<file path="src/rtl/req_capture.sv">
// Request capture and service stage in front of the 8-to-3 priority encoder.
// Synchronises request lines, latches rising edges into pend, and turns encoder results into a registered grant.
module req_capture #(
  parameter int N       = 8,
  parameter int TIMEOUT = 16
) (
  input  logic         clk,
  input  logic         rst,
  input  logic [N-1:0] req_in,
  input  logic [2:0]   enc_y,
  input  logic         enc_done,
  output logic [N-1:0] pend,
  output logic         enc_en_n,
  output logic         grant_valid,
  output logic [2:0]   grant_idx,
  input  logic         grant_ack,
  output logic         overrun,
  output logic         timeout
);

  // state | meaning
  // IDLE  | encoder enabled, waiting for a pending request
  // GRANT | grant presented, waiting for ack or timeout
  typedef enum logic {
    IDLE  = 1'b0,
    GRANT = 1'b1
  } state_t;

  localparam int CW = $clog2(TIMEOUT);

  state_t          state, state_nxt;
  logic [N-1:0]    s1, s2, s3;
  logic [N-1:0]    rise, clr;
  logic [CW-1:0]   cnt;
  logic            retire, tmo_hit, take;

  assign rise        = s2 & ~s3;
  assign enc_en_n    = (state == GRANT);
  assign grant_valid = (state == GRANT);

  always_comb begin
    state_nxt = state;
    retire    = 1'b0;
    tmo_hit   = 1'b0;
    take      = 1'b0;
    clr       = '0;
    case (state)
      IDLE: begin
        if (enc_done) begin
          take      = 1'b1;
          state_nxt = GRANT;
        end
      end
      GRANT: begin
        // An ack in the last allowed cycle wins over the timeout.
        if (grant_ack) begin
          retire    = 1'b1;
          state_nxt = IDLE;
        end else if (cnt == CW'(TIMEOUT - 1)) begin
          retire    = 1'b1;
          tmo_hit   = 1'b1;
          state_nxt = IDLE;
        end
      end
    endcase
    if (retire) clr = N'(1) << grant_idx;
  end

  always_ff @(posedge clk) begin
    if (rst) begin
      s1        <= '0;
      s2        <= '0;
      s3        <= '0;
      pend      <= '0;
      state     <= IDLE;
      grant_idx <= '0;
      cnt       <= '0;
      overrun   <= 1'b0;
      timeout   <= 1'b0;
    end else begin
      s1    <= req_in;
      s2    <= s1;
      s3    <= s2;
      // A new edge on the bit being retired keeps it pending.
      pend  <= rise | (pend & ~clr);
      state <= state_nxt;
      if (|(rise & pend & ~clr)) overrun <= 1'b1;
      if (tmo_hit) timeout <= 1'b1;
      if (take) begin
        grant_idx <= enc_y;
        cnt       <= '0;
      end else if (state == GRANT) begin
        cnt <= cnt + 1'b1;
      end
    end
  end

endmodule

</file>
<file path="config.mk">
export PLATFORM = sky130hd
export DESIGN_NAME = req_capture
export DESIGN_NICKNAME = d
export VERILOG_FILES = /design/src/rtl/req_capture.sv
export SDC_FILE = /design/constraint.sdc
export NUM_CORES = 1
export LEC_CHECK = 0
export ABC_AREA = 1
export BUFFER_PORTS_ARGS = -buffer_cell sky130_fd_sc_hd__buf_4
export CAP_MARGIN = 10
export CORE_MARGIN = 2
export CORE_UTILIZATION = 40
export DETAILED_ROUTE_END_ITERATION = 10
export PLACE_DENSITY = 0.66
export SLEW_MARGIN = 20
export SYNTH_ARGS = -nofsm -noshare
export SYNTH_HDL_FRONTEND = slang
export SYNTH_SLANG_ARGS = --single-unit
</file>
<file path="constraint.sdc">
create_clock -name clk -period 1.3 [get_ports clk]
set_clock_uncertainty 0.05 [all_clocks]
set_input_delay 0 -clock clk [delete_from_list [all_inputs] [get_ports clk]]
set_output_delay 0 -clock clk [all_outputs]
set_load 0.03 [all_outputs]
</file>
==> results.sh, run 1 <==
export IMPL_detail_route_antenna_nets=0
export IMPL_setup_worst_path_end_class="flip-flop"
export IMPL_run_status="complete, but fails checks"
export IMPL_floorplan_die_width_um=66.83
export IMPL_antenna_cells=0
export IMPL_synth_flop_cell="sky130_fd_sc_hd__dfxtp_1"
export IMPL_crit_buf_inv=1
export IMPL_netlist_area_leader_share_pct=53.25
export IMPL_num_rows=22
export IMPL_initial_core_util_pct=42.49
export IMPL_grt_antenna_before_repair=0
export IMPL_drt_iter0_markers=92
export IMPL_syn_area_mm2=0.001579
export IMPL_io_pin_count=30
export IMPL_synthesized_nets=227
export IMPL_final_hold_violation_count=0
export IMPL_pre_cts_ws_ps=-88.30
export IMPL_fillers=347
export IMPL_port_buf_inserts=29
export IMPL_fp_dieArea_mm2=0.004466
export IMPL_fin_nets=285
export IMPL_ctsHtreeMaxLevel=2
export IMPL_synth_enable_flop_cells=0
export IMPL_syn_inst=211
export IMPL_finalInstanceArea_mm2=0.002211
export IMPL_setup_worst_path_start_class="flip-flop"
export IMPL_hpwlAfterDp_um=1912
export IMPL_fin_crit_sh_pct=101.4
export IMPL_ys_seq_area_share_pct=53.25
export IMPL_ys_warnings_count=0
export IMPL_synth_area_top_cells="sky130_fd_sc_hd__dfxtp_1, sky130_fd_sc_hd__inv_1, sky130_fd_sc_hd__nor2_1"
export IMPL_arrival_ps=1470
export IMPL_gr_usage_all_layers_pct=14.71
export IMPL_num_vias=1330
export IMPL_regArea_um2=848.3
export IMPL_core_area_mm2=0.003716
export IMPL_path_max_fanout=7
export IMPL_synth_common_cells="sky130_fd_sc_hd__inv_1, sky130_fd_sc_hd__nor2_1, sky130_fd_sc_hd__dfxtp_1, sky130_fd_sc_hd__nand2_1, sky130_fd_sc_hd__a21oi_1"
export IMPL_vdd_ir_drop_max_uv=776.1
export IMPL_m1WireLength_um=1347
export IMPL_first_pass_iters=4
export IMPL_critical_path_top_delay_family="simple AND/OR/NAND/NOR gates"
export IMPL_global_route_overflow_total=0
export IMPL_slew_limit_headroom_pct=76.04
export IMPL_grt_setup_unrepaired="true"
export IMPL_worstSkewPairLatency_ps=300
export IMPL_synthesis_area_per_instance_um2=7.483
export IMPL_routed_top_layer="met4"
export IMPL_netlist_cell_type_count=23
export IMPL_grt_pass1_vias=1178
export IMPL_setup_tns_ps=-32.59
export IMPL_drv_cap=0
export IMPL_setup_viol_count_final=2
export IMPL_timing_worst_setup_path_type="reg -> reg"
export IMPL_route_met2_wl_um=1344
export IMPL_postRouteWirelength_um=2874
export IMPL_critical_path_max_stage_delay_ps=360
export IMPL_grt_max_degree=37
export IMPL_dpl_instance_area_mm2=0.001934
export IMPL_drc=0
export IMPL_route_met3_wl_um=154
export IMPL_worst_setup_hold_path_clk_slew_ps=90
export IMPL_cts_buffer_depth=2
export IMPL_area_delta_synth_final_pct=40.02
export IMPL_path_cells="ha_4 -> nand3_4 -> nand2_4 -> nand3_1 -> nand2_1 -> nand2_1 -> nor2_1 -> nand3_1 -> nand2_1 -> inv_1"
export IMPL_max_clock_freq_mhz=759.0
export IMPL_detail_routed_net_length_per_standard_cell_um=9.038
export IMPL_hold_ws_ps=41.90
export IMPL_postLayoutSetupSlackWorst_ps=-17.58
export IMPL_floorplan_die_height_um=66.83
export IMPL_numCtsBuffers=5
export IMPL_drive_above_1_share_pct=28.52
export IMPL_finalMaxSlewViolations=0
export IMPL_cts_root_buffer="sky130_fd_sc_hd__clkbuf_8"
export IMPL_time_the_worst_path_needs_with_i_o_delays_and_setup_ps=1318
export IMPL_async_flop_share_pct=0
export IMPL_power_density_mw_per_mm2=1167
export IMPL_critical_path_top_cell_by_count="sky130_fd_sc_hd__nand2_1"
export IMPL_grt_first_pass_wirelength_um=4878
export IMPL_clock_sink_count=42
export IMPL_place_gp_congestion=0.8078
export IMPL_timing_worst_slew_pin_value_ps=359.4
export IMPL_viasPerCell=4.182
export IMPL_failed_checks="setup timing"
export IMPL_post_synth_top_area_cell="sky130_fd_sc_hd__dfxtp_1"
export IMPL_synth_ff_latch_count=42
export IMPL_critical_path_slowest_cell="sky130_fd_sc_hd__dfxtp_2"
export IMPL_hold_path_class="in -> reg"
export IMPL_timing_critical_path_required_ps=1460
export IMPL_cts_tree="built"
export IMPL_footprint_of_the_multi_input_gates_um2=581.8
export IMPL_cellLeakagePower_nw=1.015
-- path summary, 6_finish.rpt --
| kind | from | endpoint | slack (ps) | cells past startpoint |
|---|---|---|---|---|
| min reg2reg | s1[7]$_SDFF_PP0_ | s2[7]$_SDFF_PP0_ | 360 | 2 |
| min | rst | s3[1]$_SDFF_PP0_ | 40 | 2 |
| max reg2reg | cnt[1]$_SDFFE_PP0P_ | overrun$_SDFFE_PP0P_ | -20 | 10 |
| max | cnt[1]$_SDFFE_PP0P_ | overrun$_SDFFE_PP0P_ | -20 | 10 |
-- logic make-up (layout without fill, tap and decap cells) --
logic type | after synthesis | in the layout | synth area share, %
buffers and inverters | 51 | 110 | 12.52
XOR/XNOR | 1 | 1 | 0.5548
flip-flops | 42 | 42 | 53.25
AO/OA/AOI/OAI | 20 | 20 | 6.577
AND/OR/NAND/NOR | 96 | 96 | 26.31
adder cells (fa/ha/maj) | 1 | 1 | 0.7923
-- timing repair --
| item | 4_1_cts | 5_1_grt |
|---|---|---|
| resized for setup | 7 | 1 |
| setup buffers | 1 | 2 |
| endpoints found under the setup margin | 3 | 5 |
| endpoints found under the hold margin | 12 | 0 |
| pin swaps | 1 | 0 |
| hold buffers | 12 | 0 |
-- per-layer routing --
| layer | track usage, % | up-vias |
|---|---|---|
| li1 | - | 740 |
| met1 | 17.46 | 555 |
| met4 | 5.357 | 0 |
| met3 | 5.068 | 5 |
| met5 | 0 | - |
| met2 | 24.50 | 30 |
-- cell type report --
class                           count  share of cell area, %
Clock buffer                        5                  3.113
Clock inverter                      3                  1.132
Inverter                           45                  7.640
Multi-Input combinational cell    118                  26.32
Sequential cell                    42                  38.37
Tap cell                           48                  2.716
Timing Repair Buffer               57                  20.71
-- sequential cells by signal (all words and copies together), names as in the netlist --
name       count
overrun        1
timeout        1
cnt            4
enc_en_n       1
s3             8
s1             8
grant_idx      3
s2             8
pend           8
-- report_power, final --
part / switching, mW / internal (mW) / leakage, nW
combinational: 0.182 / 0.157 / 0.623
clock: 0.469 / 0.387 / 0.0447
sequential: 0.0364 / 1.35 / 0.347
-- stage by stage --
stage | cells | power, mW | util, %
5_1_grt | 318 | 2.718 | 59.49
4_1_cts | 316 | 2.619 | 59.02
2_1_floorplan | 211 | 1.595 | -
3_5_place_dp | 295 | 1.713 | 52.05
3_3_place_gp | 295 | 1.709 | 52.05
6_report | 318 | 2.579 | 59.49
-- layout by cell type, fill, tap and decap left out, types with 3 or more instances in the layout --
cell type / instances
sky130_fd_sc_hd__buf_4: 45
sky130_fd_sc_hd__inv_1: 44
sky130_fd_sc_hd__nor2_1: 44
sky130_fd_sc_hd__dfxtp_1: 36
sky130_fd_sc_hd__nand2_1: 27
sky130_fd_sc_hd__a21oi_1: 14
sky130_fd_sc_hd__dlygate4sd3_1: 12
sky130_fd_sc_hd__or2_2: 9
sky130_fd_sc_hd__nand3_1: 6
sky130_fd_sc_hd__dfxtp_2: 6
sky130_fd_sc_hd__clkbuf_8: 5
sky130_fd_sc_hd__o21ai_0: 3
(Power assumes the default switching activity.)
==> run 2: changes to the inputs <==
Settings changed: PLACE_DENSITY 0.66 to 0.61.
==> results.sh, run 2 (synthesis gave the netlist of run 1 again) <==
export IMPL_fp_dieArea_mm2=0.004466
export IMPL_worstHoldPathCells=4
export IMPL_cts_root_buffer="sky130_fd_sc_hd__clkbuf_8"
export IMPL_floorplan_die_height_um=66.83
export IMPL_dpl_instance_area_mm2=0.001949
export IMPL_path_max_fanout=7
export IMPL_post_route_util_pct=63.43
export IMPL_timing_worst_slew_pin_value_ps=250.8
export IMPL_numCtsBuffers=5
export IMPL_viasPerCell=4.156
export IMPL_global_route_overflow_total=0
export IMPL_regArea_um2=850.8
export IMPL_grt_first_pass_wirelength_um=5430
export IMPL_first_pass_iters=4
export IMPL_arrival_ps=1490
export IMPL_worst_setup_hold_path_clk_slew_ps=80
export IMPL_drc=0
export IMPL_run_status="complete, but fails checks"
export IMPL_mostFrequentLayoutCell="sky130_fd_sc_hd__inv_1"
export IMPL_place_gp_congestion=0.7952
export IMPL_totalPowerFinal_mw=2.766
export IMPL_area_delta_synth_final_pct=49.29
export IMPL_max_clock_freq_mhz=742.6
export IMPL_postLayoutSetupSlackWorst_ps=-46.58
export IMPL_setup_viol_count_final=1
export IMPL_setup_tns_ps=-46.58
export IMPL_num_vias=1355
export IMPL_antenna_cells=0
export IMPL_setup_worst_path_start_class="flip-flop"
export IMPL_floorplan_die_width_um=66.83
export IMPL_final_instance_count_excl_fill=326
export IMPL_time_the_worst_path_needs_with_i_o_delays_and_setup_ps=1347
export IMPL_hold_ws_ps=119.5
export IMPL_cts_buffer_depth=2
export IMPL_final_hold_violation_count=0
export IMPL_fin_crit_sh_pct=103.6
export IMPL_power_density_mw_per_mm2=1173
export IMPL_worstSkewPairLatency_ps=290
export IMPL_slew_limit_headroom_pct=83.26
export IMPL_fillers=337
export IMPL_io_pin_count=30
export IMPL_r2r_setup_slack_ps=-50
export IMPL_num_rows=22
export IMPL_grt_max_degree=22
export IMPL_gr_usage_all_layers_pct=16.72
export IMPL_cts_setup_buffers=0
export IMPL_failed_checks="setup timing"
export IMPL_timing_critical_path_required_ps=1450
export IMPL_footprint_of_the_multi_input_gates_um2=619.3
export IMPL_vdd_ir_drop_max_uv=795.8
export IMPL_grt_antenna_before_repair=0
export IMPL_grt_setup_unrepaired="true"
export IMPL_drt_iter0_markers=96
export IMPL_ff2ff_path_depth=10
export IMPL_core_area_mm2=0.003716
export IMPL_dp_cells=297
export IMPL_pre_cts_ws_ps=-98.90
export IMPL_detail_route_antenna_nets=0
export IMPL_ctsHtreeMaxLevel=2
export IMPL_finalMaxSlewViolations=0
export IMPL_drv_cap=0
export IMPL_fin_nets=293
export IMPL_cts_tree="built"
export IMPL_hold_path_class="in -> reg"
export IMPL_grt_pass1_vias=1267
export IMPL_detail_routed_net_length_per_standard_cell_um=9.638
export IMPL_cellLeakagePower_nw=1.071
export IMPL_timing_worst_setup_path_type="reg -> reg"
export IMPL_initial_core_util_pct=42.49
export IMPL_most_common_layout_cells="sky130_fd_sc_hd__inv_1, sky130_fd_sc_hd__nor2_1, sky130_fd_sc_hd__buf_4"
export IMPL_hpwlAfterDp_um=1997
export IMPL_clock_sink_count=42
export IMPL_drive_above_1_share_pct=29.50
export IMPL_setup_worst_path_end_class="flip-flop"
export IMPL_postRouteWirelength_um=3142
export IMPL_port_buf_inserts=29
export IMPL_finalInstanceArea_mm2=0.002357
==> run 2: changes by cell type in the layout (fill, tap and decap cells not counted), sizes merged <==
cell / delta
buf: -1
bufinv: +1
clkbuf: +1
clkinv: -1
dlygate4sd3: +9
inv: -1
==> run 2: final timing paths <==
path / start / to
worst max-delay path: cnt[0]$_SDFFE_PP0P_ / overrun$_SDFFE_PP0P_
worst min-delay path: grant_ack / timeout$_SDFFE_PP0P_
worst max register to register: cnt[0]$_SDFFE_PP0P_ / overrun$_SDFFE_PP0P_
worst min register to register: s1[4]$_SDFF_PP0_ / s2[4]$_SDFF_PP0_
==> run 2: routing by layer <==
layer / global-route usage (%) / wire [µm] / up-vias
met5: 0 / 0 / -
met3: 6.081 / 129 / 3
met2: 28.38 / 1472 / 25
met1: 18.85 / 1512 / 571
met4: 6.888 / 27 / 0
li1: - / - / 756
==> run 2: timing repair <==
item / CTS / global route
hold buffers: 21 / 0
pin swaps: 1 / 2
endpoints found under the setup margin: 3 / 11
gates resized for setup: 6 / 13
gates cloned: 0 / 0
endpoints found under the hold margin: 21 / 0
==> run 2: layout make-up <==
type,count,share of cell area (%)
flip-flops and latches,42,36.09
multi-input cells,118,26.27
repair buffers,65,23.25
inverters,45,7.166
clock buffers,6,3.079
well taps,48,2.548
clock inverters,2,1.592
==> run 2: critical path: stages (launching register included) <==
cell and delay [ps]:
sky130_fd_sc_hd__dfxtp_4 370, sky130_fd_sc_hd__ha_4 150, sky130_fd_sc_hd__nand3_4 110, sky130_fd_sc_hd__nand2_8 120
sky130_fd_sc_hd__nand3_2 70, sky130_fd_sc_hd__nand2_1 70, sky130_fd_sc_hd__nand2_1 50, sky130_fd_sc_hd__nor2_1 100
sky130_fd_sc_hd__nand3_1 70, sky130_fd_sc_hd__nand2_1 60, sky130_fd_sc_hd__inv_1 30
==> run 2: where the power goes <==
group	leakage [nW]	internal [mW]	switching, mW
Combinational	0.673	0.176	0.196
Sequential	0.347	1.35	0.0381
Clock	0.0514	0.573	0.437
Total	1.07	2.09	0.671
==> run 3: changes to the inputs <==
Settings changed: ABC_AREA 1 to default.
==> results.sh, run 3 <==
export IMPL_timing_worst_slew_pin_value_ps=413.5
export IMPL_gr_usage_all_layers_pct=16.95
export IMPL_power_density_mw_per_mm2=1141
export IMPL_finalMaxSlewViolations=0
export IMPL_mostFrequentLayoutCell="sky130_fd_sc_hd__buf_4"
export IMPL_ff2ff_path_depth=5
export IMPL_syn_inst=162
export IMPL_synthesis_area_per_instance_um2=9.894
export IMPL_timing_worst_setup_path_type="reg -> reg"
export IMPL_reg2reg_from="cnt[1]$_SDFFE_PP0P_"
export IMPL_synth_common_cells="sky130_fd_sc_hd__dfxtp_1, sky130_fd_sc_hd__nor2b_1, sky130_fd_sc_hd__a21oi_1, sky130_fd_sc_hd__nor2_1"
export IMPL_place_gp_congestion=0.7451
export IMPL_drc=0
export IMPL_worstSkewPairLatency_ps=290
export IMPL_setup_worst_path_end_class="flip-flop"
export IMPL_first_pass_iters=4
export IMPL_post_synth_top_area_cell="sky130_fd_sc_hd__dfxtp_1"
export IMPL_time_the_worst_path_needs_with_i_o_delays_and_setup_ps=1384
export IMPL_r2r_end="overrun$_SDFFE_PP0P_"
export IMPL_num_vias=1301
export IMPL_fin_crit_sh_pct=106.4
export IMPL_drt_iter0_markers=53
export IMPL_cts_tree="built"
export IMPL_syn_area_mm2=0.001603
export IMPL_netlist_cell_type_count=33
export IMPL_viasPerCell=4.854
export IMPL_fin_nets=233
export IMPL_fp_dieArea_mm2=0.004529
export IMPL_worst_hold_path_endpoint="cnt[2]$_SDFFE_PP0P_"
export IMPL_grt_setup_unrepaired="true"
export IMPL_synth_ff_latch_count=42
export IMPL_setup_tns_ps=-327.4
export IMPL_timing_critical_path_required_ps=1410
export IMPL_most_common_layout_cells="sky130_fd_sc_hd__buf_4, sky130_fd_sc_hd__dfxtp_1, sky130_fd_sc_hd__nor2b_1"
export IMPL_regArea_um2=850.8
export IMPL_detail_routed_net_length_per_standard_cell_um=12.44
export IMPL_path_max_fanout=5
export IMPL_netlist_area_leader_share_pct=52.46
export IMPL_global_route_overflow_total=0
export IMPL_min_delay_start="rst"
export IMPL_numCtsBuffers=5
export IMPL_hold_path_class="in -> reg"
export IMPL_synth_most_common_cell="sky130_fd_sc_hd__dfxtp_1"
export IMPL_fillers=360
export IMPL_antenna_cells=0
export IMPL_totalPowerFinal_mw=2.543
export IMPL_ys_seq_area_share_pct=52.46
export IMPL_synthesized_nets=178
export IMPL_setup_viol_count_final=7
export IMPL_drv_cap=0
export IMPL_cts_root_buffer="sky130_fd_sc_hd__clkbuf_8"
export IMPL_initial_core_util_pct=40.95
export IMPL_num_rows=23
export IMPL_hpwlAfterDp_um=2327
export IMPL_ctsHtreeMaxLevel=2
export IMPL_dpl_instance_area_mm2=0.001939
export IMPL_run_status="complete, but fails checks"
export IMPL_worst_setup_hold_path_clk_slew_ps=80
export IMPL_r2r_setup_slack_ps=-80
export IMPL_async_flop_share_pct=0
export IMPL_clock_sink_count=42
export IMPL_max_clock_freq_mhz=722.7
export IMPL_synth_enable_flop_cells=0
export IMPL_footprint_of_the_multi_input_gates_um2=757.0
export IMPL_slew_limit_headroom_pct=72.43
export IMPL_finalInstanceArea_mm2=0.002228
export IMPL_postRouteWirelength_um=3334
export IMPL_area_delta_synth_final_pct=39.03
export IMPL_cellLeakagePower_nw=0.9340
export IMPL_vdd_ir_drop_max_uv=731.0
export IMPL_grt_pass1_vias=1291
export IMPL_grt_max_degree=43
export IMPL_synth_flop_cell="sky130_fd_sc_hd__dfxtp_1"
export IMPL_worstHoldPathCells=2
export IMPL_grt_first_pass_wirelength_um=5692
export IMPL_core_area_mm2=0.003914
export IMPL_port_buf_inserts=29
export IMPL_detail_route_antenna_nets=0
export IMPL_grt_antenna_before_repair=0
export IMPL_floorplan_die_width_um=67.30
export IMPL_synth_area_top_cells="sky130_fd_sc_hd__dfxtp_1, sky130_fd_sc_hd__nor2b_1, sky130_fd_sc_hd__a21oi_1"
export IMPL_floorplan_die_height_um=67.30
export IMPL_arrival_ps=1500
export IMPL_ys_warnings_count=0
export IMPL_final_hold_violation_count=0
export IMPL_io_pin_count=30
export IMPL_setup_worst_path_start_class="flip-flop"
export IMPL_drive_above_1_share_pct=31.65
export IMPL_cts_buffer_depth=2
export IMPL_failed_checks="setup timing"
export IMPL_postLayoutSetupSlackWorst_ps=-83.64
==> run 3: changes by cell type after synthesis, sizes merged, moves of 3 or more <==
cell and delta:
nand3b +9, nand3 -6, or2 -8, nor2b +26, nor3b +3, o31ai +3, nand2 -26, nand2b +9
inv -43, nor2 -32, o21ai +5
==> run 3: power by group <==
part	switching, mW	internal [mW]	total, mW	leakage [nW]
Sequential	0.0435	1.34	1.39	0.347
Clock	0.432	0.379	0.810	0.0452
Combinational	0.168	0.177	0.345	0.542
Total	0.643	1.90	2.54	0.934
==> run 3: worst max-delay path, stage by stage (launching register included) <==
cell	delay [ps]
sky130_fd_sc_hd__dfxtp_2	360
sky130_fd_sc_hd__ha_4	140
sky130_fd_sc_hd__a31o_4	160
sky130_fd_sc_hd__nand3b_1	200
sky130_fd_sc_hd__o32ai_2	250
sky130_fd_sc_hd__a31oi_1	110
==> run 3: cells by family (layout without fill, tap and decap cells) <==
family | after synthesis | after routing | synth area share, %
mux | 3 | 3 | 1.952
flops | 42 | 42 | 52.46
buf+inv | 11 | 67 | 3.669
simple gates | 72 | 72 | 27.32
fa+ha+maj | 1 | 1 | 0.7805
xor+xnor | 1 | 1 | 0.5465
compound gates | 32 | 32 | 13.27
==> run 3: how the worst max path moves through the flow <==
stage / from / endpoint / slack, ps / cells after the start
3_5_place_dp: cnt[1]$_SDFFE_PP0P_ / overrun$_SDFFE_PP0P_ / -160 / 5
3_3_place_gp: cnt[0]$_SDFFE_PP0P_ / overrun$_SDFFE_PP0P_ / -100 / 5
2_1_floorplan: cnt[0]$_SDFFE_PP0P_ / overrun$_SDFFE_PP0P_ / -60 / 5
4_1_cts: cnt[1]$_SDFFE_PP0P_ / pend[1]$_SDFF_PP0_ / -90 / 5
6_report: cnt[1]$_SDFFE_PP0P_ / overrun$_SDFFE_PP0P_ / -80 / 5
5_1_grt: cnt[1]$_SDFFE_PP0P_ / overrun$_SDFFE_PP0P_ / -160 / 5
==> run 3: stage by stage <==
| stage | std cells | hold slack (ps) | utilization, % | setup slack, ps |
|---|---|---|---|---|
| finish | 268 | 64.21 | 56.94 | -83.64 |
| CTS | 267 | 69.18 | 56.27 | -86.77 |
| global placement | 245 | 162.5 | 49.55 | -99.67 |
| detailed placement | 245 | 167.1 | 49.55 | -161.5 |
| global route | 268 | 91.46 | 56.94 | -164.8 |
| floorplan | 162 | 21.61 | - | -56.59 |
==> run 3: final cells by class <==
cell class                      instances  area share (%)
Sequential cell                        42           38.18
Multi-Input combinational cell        109           33.97
Timing Repair Buffer                   57           20.83
Clock buffer                            6           3.257
Tap cell                               50           2.807
Clock inverter                          2          0.6176
Inverter                                2          0.3369
==> run 3: what timing repair did <==
| action | CTS | global route |
|---|---|---|
| setup endpoints to repair | 8 | 8 |
| buffers inserted | 1 | 1 |
| resized for setup | 6 | 6 |
| gates cloned | 0 | 0 |
| hold buffers | 13 | 0 |
| endpoints found under the hold margin | 15 | 0 |
| pin swaps | 7 | 4 |
==> run 3: routing by layer <==
| layer | vias up | part of all wire (%) | track usage [%] | routed length, µm |
|---|---|---|---|---|
| met2 | 34 | 49 | 29.95 | 1631 |
| met5 | - | 0 | 0 | 0 |
| met3 | 7 | 3.8 | 3.833 | 128 |
| li1 | 661 | - | - | - |
| met4 | 0 | 1.9 | 8.163 | 63 |
| met1 | 599 | 45 | 19.21 | 1510 |
